===== src/rtl/seq_restoring_divider.sv =====
// Sequential restoring divider: DW_DIVIDEND-bit dividend over DW_DIVISOR-bit divisor,
// one quotient bit per clock, with a start/busy/done handshake.
module seq_restoring_divider #(
  parameter int unsigned DW_DIVIDEND = 8,
  parameter int unsigned DW_DIVISOR  = 4
) (
  input  logic                   clk,
  input  logic                   rst_n,
  input  logic                   start,
  input  logic [DW_DIVIDEND-1:0] dividend,
  input  logic [DW_DIVISOR-1:0]  divisor,
  output logic                   busy,
  output logic                   done,
  output logic [DW_DIVIDEND-1:0] quotient,
  output logic [DW_DIVISOR-1:0]  remainder,
  output logic                   div_by_zero
);

  localparam int unsigned CW = (DW_DIVIDEND > 1) ? $clog2(DW_DIVIDEND) : 1;
  localparam int unsigned PW = DW_DIVISOR + 1;

  typedef enum logic [1:0] {
    S_IDLE = 2'd0,
    S_RUN  = 2'd1,
    S_DONE = 2'd2
  } state_t;

  state_t                 r_state;
  logic                   r_busy;
  logic                   r_done;
  logic [DW_DIVIDEND-1:0] r_quot;
  logic [DW_DIVISOR-1:0]  r_rem;
  logic                   r_dbz;
  logic [CW-1:0]          r_cnt;
  logic [DW_DIVISOR-1:0]  r_divisor;
  logic [DW_DIVIDEND-1:0] r_work;
  logic [PW-1:0]          r_part;

  logic [PW-1:0]          w_shift;
  logic [PW:0]            w_trial;
  logic                   w_ge;
  logic [PW-1:0]          w_part_nxt;
  logic [DW_DIVIDEND-1:0] w_work_nxt;

  // One restoring step: the partial remainder stays below the divisor, so its
  // top bit is always zero and the shifted value still fits in PW bits.
  always_comb begin
    w_shift    = {r_part[DW_DIVISOR-1:0], r_work[DW_DIVIDEND-1]};
    w_trial    = {1'b0, w_shift} - {2'b00, r_divisor};
    w_ge       = ~w_trial[PW];
    w_part_nxt = w_ge ? w_trial[PW-1:0] : w_shift;
    w_work_nxt = {r_work[DW_DIVIDEND-2:0], w_ge};
  end

  always_ff @(posedge clk or negedge rst_n) begin
    if (!rst_n) begin
      r_state   <= S_IDLE;
      r_busy    <= 1'b0;
      r_done    <= 1'b0;
      r_quot    <= '0;
      r_rem     <= '0;
      r_dbz     <= 1'b0;
      r_cnt     <= '0;
      r_divisor <= '0;
      r_work    <= '0;
      r_part    <= '0;
    end else begin
      r_done <= 1'b0;
      case (r_state)
        S_IDLE, S_DONE: begin
          r_state <= S_IDLE;
          r_busy  <= 1'b0;
          if (start) begin
            if (divisor == '0) begin
              r_state <= S_DONE;
              r_done  <= 1'b1;
              r_quot  <= '1;
              r_rem   <= dividend[DW_DIVISOR-1:0];
              r_dbz   <= 1'b1;
            end else begin
              r_state   <= S_RUN;
              r_busy    <= 1'b1;
              r_divisor <= divisor;
              r_work    <= dividend;
              r_part    <= '0;
              r_cnt     <= '0;
            end
          end
        end
        S_RUN: begin
          r_part <= w_part_nxt;
          r_work <= w_work_nxt;
          r_cnt  <= r_cnt + CW'(1);
          if (r_cnt == CW'(DW_DIVIDEND - 1)) begin
            r_state <= S_DONE;
            r_busy  <= 1'b0;
            r_done  <= 1'b1;
            r_quot  <= w_work_nxt;
            r_rem   <= w_part_nxt[DW_DIVISOR-1:0];
            r_dbz   <= 1'b0;
          end
        end
        default: begin
          r_state <= S_IDLE;
          r_busy  <= 1'b0;
        end
      endcase
    end
  end

  assign busy        = r_busy;
  assign done        = r_done;
  assign quotient    = r_quot;
  assign remainder   = r_rem;
  assign div_by_zero = r_dbz;

endmodule


===== config.mk =====
export PLATFORM = sky130hd
export DESIGN_NAME = seq_restoring_divider
export DESIGN_NICKNAME = d
export VERILOG_FILES = /design/src/rtl/seq_restoring_divider.sv
export SDC_FILE = /design/constraint.sdc
export NUM_CORES = 1
export LEC_CHECK = 0
export CORE_MARGIN = 4
export CORE_UTILIZATION = 45
export CTS_CLUSTER_DIAMETER = 80
export DETAILED_ROUTE_END_ITERATION = 6
export DONT_BUFFER_PORTS = 1
export GPL_TIMING_DRIVEN = 0
export PLACE_DENSITY = 0.61
export SETUP_SLACK_MARGIN = 0.3
export SLEW_MARGIN = 20
export SYNTH_ARGS = -nofsm -noshare
export SYNTH_HDL_FRONTEND = slang
export SYNTH_SLANG_ARGS = --single-unit

===== constraint.sdc =====
create_clock -name clk -period 2.1 [get_ports clk]
set_input_delay 0.42 -clock clk [delete_from_list [all_inputs] [get_ports clk]]
set_output_delay 0.42 -clock clk [all_outputs]
set_load 0.02 [all_outputs]

* After elaboration in Yosys (flattened, before gate mapping) *
Cells that the tools add are included.

word-level totals
  register bits after elaboration = 36
  bits in latches = 0
  bits in writable memories = 0
  bits in read-only memories = 0
  input bits = 15
  word-level logic and storage cells = 61
  memories kept = 0

operators by class
  add/subtract/negate cells = 2
  multipliers = 0
  div/mod/pow operators = 0
  $lt $le $gt $ge = 0
  equal/unequal tests = 7
  shift operators = 0
  multiplexer cells = 33
  bitwise operators = 2
  reduce and logical (&&, ||, !) cells = 7

operators by type and width
  kind                                            count
  2-to-1 mux 8 bit                                5
  case mux 8 bit (2 select lines)                 2
  2-to-1 mux 4 bit                                6
  case mux 4 bit (2 select lines)                 2
  2-to-1 mux 1 bit                                8
  inequality test 2 bit (second input constant)   4
  2-to-1 mux 2 bit                                3
  2-to-1 mux 3 bit                                2
  case mux 1 bit (2 select lines)                 3
  case mux 3 bit (2 select lines)                 1
  AND reduction 3 bit                             2
  subtractor 5 x 4 -> 6 bit                       1
  zero test 4 bit                                 1
  case mux 2 bit (2 select lines)                 1
  AND reduction 4 bit                             1
  adder 3 x 1 -> 3 bit (second input constant)    1
  == test 3 bit (second input constant)           1
  == test 2 x 1 -> 1 bit (second input constant)  1
  == test 2 bit (second input constant)           1
  zero test 2 bit                                 1
  NOT 1 bit                                       2
  nonzero test 2 bit                              1
  OR reduction 2 bit                              1

* Longest topological paths before layout *
  depth after elaboration = 4
  gate-level depth with buffers = 8

* Least setup slack after synthesis *
Ideal clock, no wire load.

  path type = register to register
  start point = register r_part[0]
  end point = register r_rem[1], in the netlist remainder[1]
  arrival = 1.785 ns
  slack = 0.233 ns
  cell stages (with the launch flop) = 7
  period minus slack after synthesis = 1.867 ns
  cell sequence = dfrtp_1 > ha_1 > nor2b_1 > o31a_1 > nor3_4 > mux2_2 > a31oi_1

on the way
  word-level cells in the longest chain between the ends = 4

RTL lines
  what                               RTL line  text
  from (decl)                        37        logic [PW-1:0] r_part;
  from (signal assigned)             91        r_part <= w_part_nxt;
  subtractor 5 x 4 -> 6 bit          49        w_trial = {1'b0, w_shift} - {2'b00, r_divisor};
  2-to-1 mux 4 bit *                 51        w_part_nxt = w_ge ? w_trial[PW-1:0] : w_shift;
  2-to-1 mux 4 bit *                 94        if (r_cnt == CW'(DW_DIVIDEND - 1)) begin
  case mux 4 bit (2 select lines) *  69        case (r_state)
  to (signal assigned)               78        r_rem <= dividend[DW_DIVISOR-1:0];
  to (signal assigned)               99        r_rem <= w_part_nxt[DW_DIVISOR-1:0];
  to (decl)                          32        logic [DW_DIVISOR-1:0] r_rem;

Every way passes the cells marked *; elsewhere a longest branch is shown, timed or not. The select of a mux whose other input is x is not followed.
A chain may end at the register's enable or synchronous reset.

* Worst setup path in the final report *
Ends and elaborated chain as after synthesis.

==> results.tsv <==
stage	metric	value	unit
yosys	top cells by area, synth	dfrtp_1 53%, nand2_1 6.7%, mux2i_1 5.3%	
timing	min cycle time layout	1.923	ns
yosys	top-area cell type share of the netlist area	53.22	%
setup_path	Crit path required time	2.31	ns
floorplan	Horiz. Die Dim	69.34	um
final_layout	layout cell share with drive strength beyond 1	17.84	%
floorplan	initial core utilization	46.24	%
yosys	mux cell area share after synthesis	6.652	%
drt	Via-to-Cell Ratio	5.288	
clocking	clock root buffer	clkbuf_8	
timing	unrepaired setup endpoints after global routing	true	
yosys	Post-Synth XOR/XNOR Area	0.5174	%
yosys	Syn Nets	191	
setup_path	Startpoint Class	register	
timing	Final Cycle Share	91.56	%
clocking	Clock Path Buffers	2	
job	max-cap violation count	0	
setup_path	FF-to-FF path depth	6	
floorplan	row cnt	22	
setup_path	Reg-to-Reg End	remainder[1]$_DFFE_PN0P_	
pwr	P_leak	0.9005	nW
timing	worst-margin pin slew	0.4759	ns
pwr	maximum VDD drop	0.8666	mV
drt	DR vias	1232	
global_route	number of global-route vias before repair	1194	
drt	DR WL/cell	15.17	um
yosys	Adder-Cell Fraction of Synth Area	5.617	%
timing	final hold violations	0	
timing	Clock Skews	0.006343	ns
clocking	Worst-path clk slew	0.07	ns
clocking	H-tree depth	2	
final_layout	Final Non-Filler Cells	233	
setup_path	CP arrival	2.13	ns
setup_path	kind of critical path	reg2reg	
yosys	number of synthesized flops with an enable pin	0	
yosys	Synth cell types	30	
floorplan	Die ar.	4807	sq um
place	DP HPWL	2519	um
drt	DRT Pass-1 Iters	4	
yosys	sequential area share after synthesis	53.22	%
clocking	Inserted Clock Buffers	5	
clocking	TritonCTS clock tree	done	
yosys	simple-gate portion of the synthesized area	16.85	%
yosys	Cell Area, Synth	1693	sq um
drt	Final ANT Viol Nets	0	
yosys	cells after synthesis	169	
yosys	syn avg cell area	10.02	sq um
final_layout	# nets final	206	
final_layout	area of the multi-input gates	774.5	sq um
final_layout	P&R area growth vs syn	18.26	%
yosys	Yosys warning count	0	
yosys	asr flop ratio synth	100.0	%
final_layout	# diodes	0	
final_layout	final core occ	54.68	%
global_route	antenna violations before repair	0	
global_route	first-pass GRT wire length	5865	um
min_path	Hold EP	r_divisor[1]$_DFFE_PN0P_	
place	I/O Buffers	0	
timing	Slew Limit Fails	0	
yosys	largest family of logic cells by synthesized area	simple AND/OR/NAND/NOR gates	
clocking	Clock Sinks	36	
final_layout	final instance area	2002	sq um
global_route	largest net degree at the start of global routing	37	
yosys	Compound-Gate Fraction of Synth Area	13.60	%
yosys	Top FF cell, synth	dfrtp_1	
timing	FMAX	520.1	MHz
final_layout	Reg area	900.9	sq um
floorplan	die height	69.34	um
min_path	Worst Min Path Start	divisor[1]	
place	area post-placement	1753	sq um
setup_path	origin of the critical flop-to-flop path	r_part[0]$_DFFE_PN0P_	
drt	DRT Wirelength	3534	um
timing	Final setup viols	0	
floorplan	num ports	30	
final_layout	filler instances	339	
pwr	Power, Total	0.003686	W
place	dpl cells	217	
timing	Post-Route Setup TNS	0	ns
clocking	Clock Latency Late Sink	0.29	ns
setup_path	crit path from	r_part[0]$_DFFE_PN0P_	
floorplan	Core Box Area	3661	sq um
setup_path	r2r setup slk	0.18	ns
drt	1st-iter DRT viols	78	
yosys	synthesized flop and latch total	36	
setup_path	Worst setup EP type	register	
timing	relative slew slack	67.98	%
min_path	worst hold path class	in2reg	
drt	DRC Markers	0	
setup_path	worst-path maximum fanout	4	
pwr	Pwr per Cell Area	1841	nW/um^2
yosys	largest area contributor in the netlist	dfrtp_1	
status	status	finished clean	
global_route	grt ovf	0	
place	GPL Wtd Cong	0.7914	
global_route	gr usage total	15.69	%
min_path	WHS Path Cells	2	
## metrics by stage
step                worst slack (ns)  hold slack (ns)
global placement             0.08974           0.1258
detailed placement           0.07512           0.1258
finish                        0.1772           0.2673
floorplan                     0.2332           0.1244
CTS                           0.1182           0.2567
global route                  0.1158           0.2623
## power by group
part           switching (W)  total [W]  internal [W]
sequential          0.000383    0.00140       0.00102
clock               0.000242   0.000661      0.000419
combinational       0.000816    0.00162      0.000806
## registers in the layout (all words and copies together) (netlist names)
name         flops
done             1
quotient         8
r_cnt            3
r_divisor        4
r_state          2
r_work           8
r_part           4
busy             1
div_by_zero      1
remainder        4
## synthesized netlist by cell type, types with 2 or more instances
cell type and number:
a31oi_1 2, a21o_1 5, mux2_2 2, buf_4 2
o21ai_0 15, clkbuf_1 3, nor2_1 20, mux2i_1 9
ha_1 6, o22a_1 3, dfrtp_1 36, nand2b_1 3
nand2_1 30, buf_2 3, nor4_1 2, a21oi_1 8
inv_1 5, nor2b_1 3
## final cells by class
cell class	instances	area share, %
clock inverter	1	1.500
timing repair buffer	8	3.937
buffer	8	2.125
inverter	5	0.9375
tap	48	3.000
sequential	36	45.00
multi-input combinational	120	38.69
clock buffer	7	4.812
## layout by cell type, fill, tap and decap left out, types with 4 or more instances in the layout
cell / netlist / routed
dfrtp_1: 36 / 36
nand2_1: 30 / 30
nor2_1: 20 / 20
o21ai_0: 15 / 15
a21oi_1: 8 / 8
buf_4: 2 / 7
mux2i_1: 9 / 7
clkbuf_8: 0 / 7
a21o_1: 5 / 5
inv_1: 5 / 4
ha_1: 6 / 4
## layer usage
layer | track usage [%] | up-vias | wire [um]
li1 | - | 602 | -
met1 | 18.49 | 597 | 1515
met2 | 24.47 | 25 | 1716
met3 | 7.101 | 8 | 221
met4 | 7.158 | 0 | 81
met5 | 0 | - | 0
## what timing repair did
item                       in CTS  in global routing
pin swaps                       2                  4
hold endpoints to repair       36                  0
setup endpoints to repair       8                 12
gates resized for setup         5                  7
setup buffers                   5                  1
hold buffers                    2                  0
## kinds of logic after synthesis
logic type / after synthesis
DFF: 36
adders and majority gates: 7
and+or+nand+nor: 63
xor gates and xnor gates: 1
AOI/OAI and AO/OA: 38
buffers and inverters: 13
muxes: 11
## how the worst max path moves through the flow
stage                                     endpoint  cells past startpoint
after floorplan           remainder[1]$_DFFE_PN0P_                      6
after global placement    remainder[1]$_DFFE_PN0P_                      7
after detailed placement  remainder[1]$_DFFE_PN0P_                      7
after CTS                 remainder[0]$_DFFE_PN0P_                      7
after global routing      remainder[0]$_DFFE_PN0P_                      8
final                     remainder[1]$_DFFE_PN0P_                      6
## worst max-delay path, stage by stage (launching register included)
cell,delay [ns]
dfrtp_1,0.42
ha_4,0.22
nor2b_4,0.12
o31a_1,0.32
nor3_4,0.25
mux2_4,0.35
a31oi_1,0.17
Note: power is estimated with default switching activity, not from simulation.
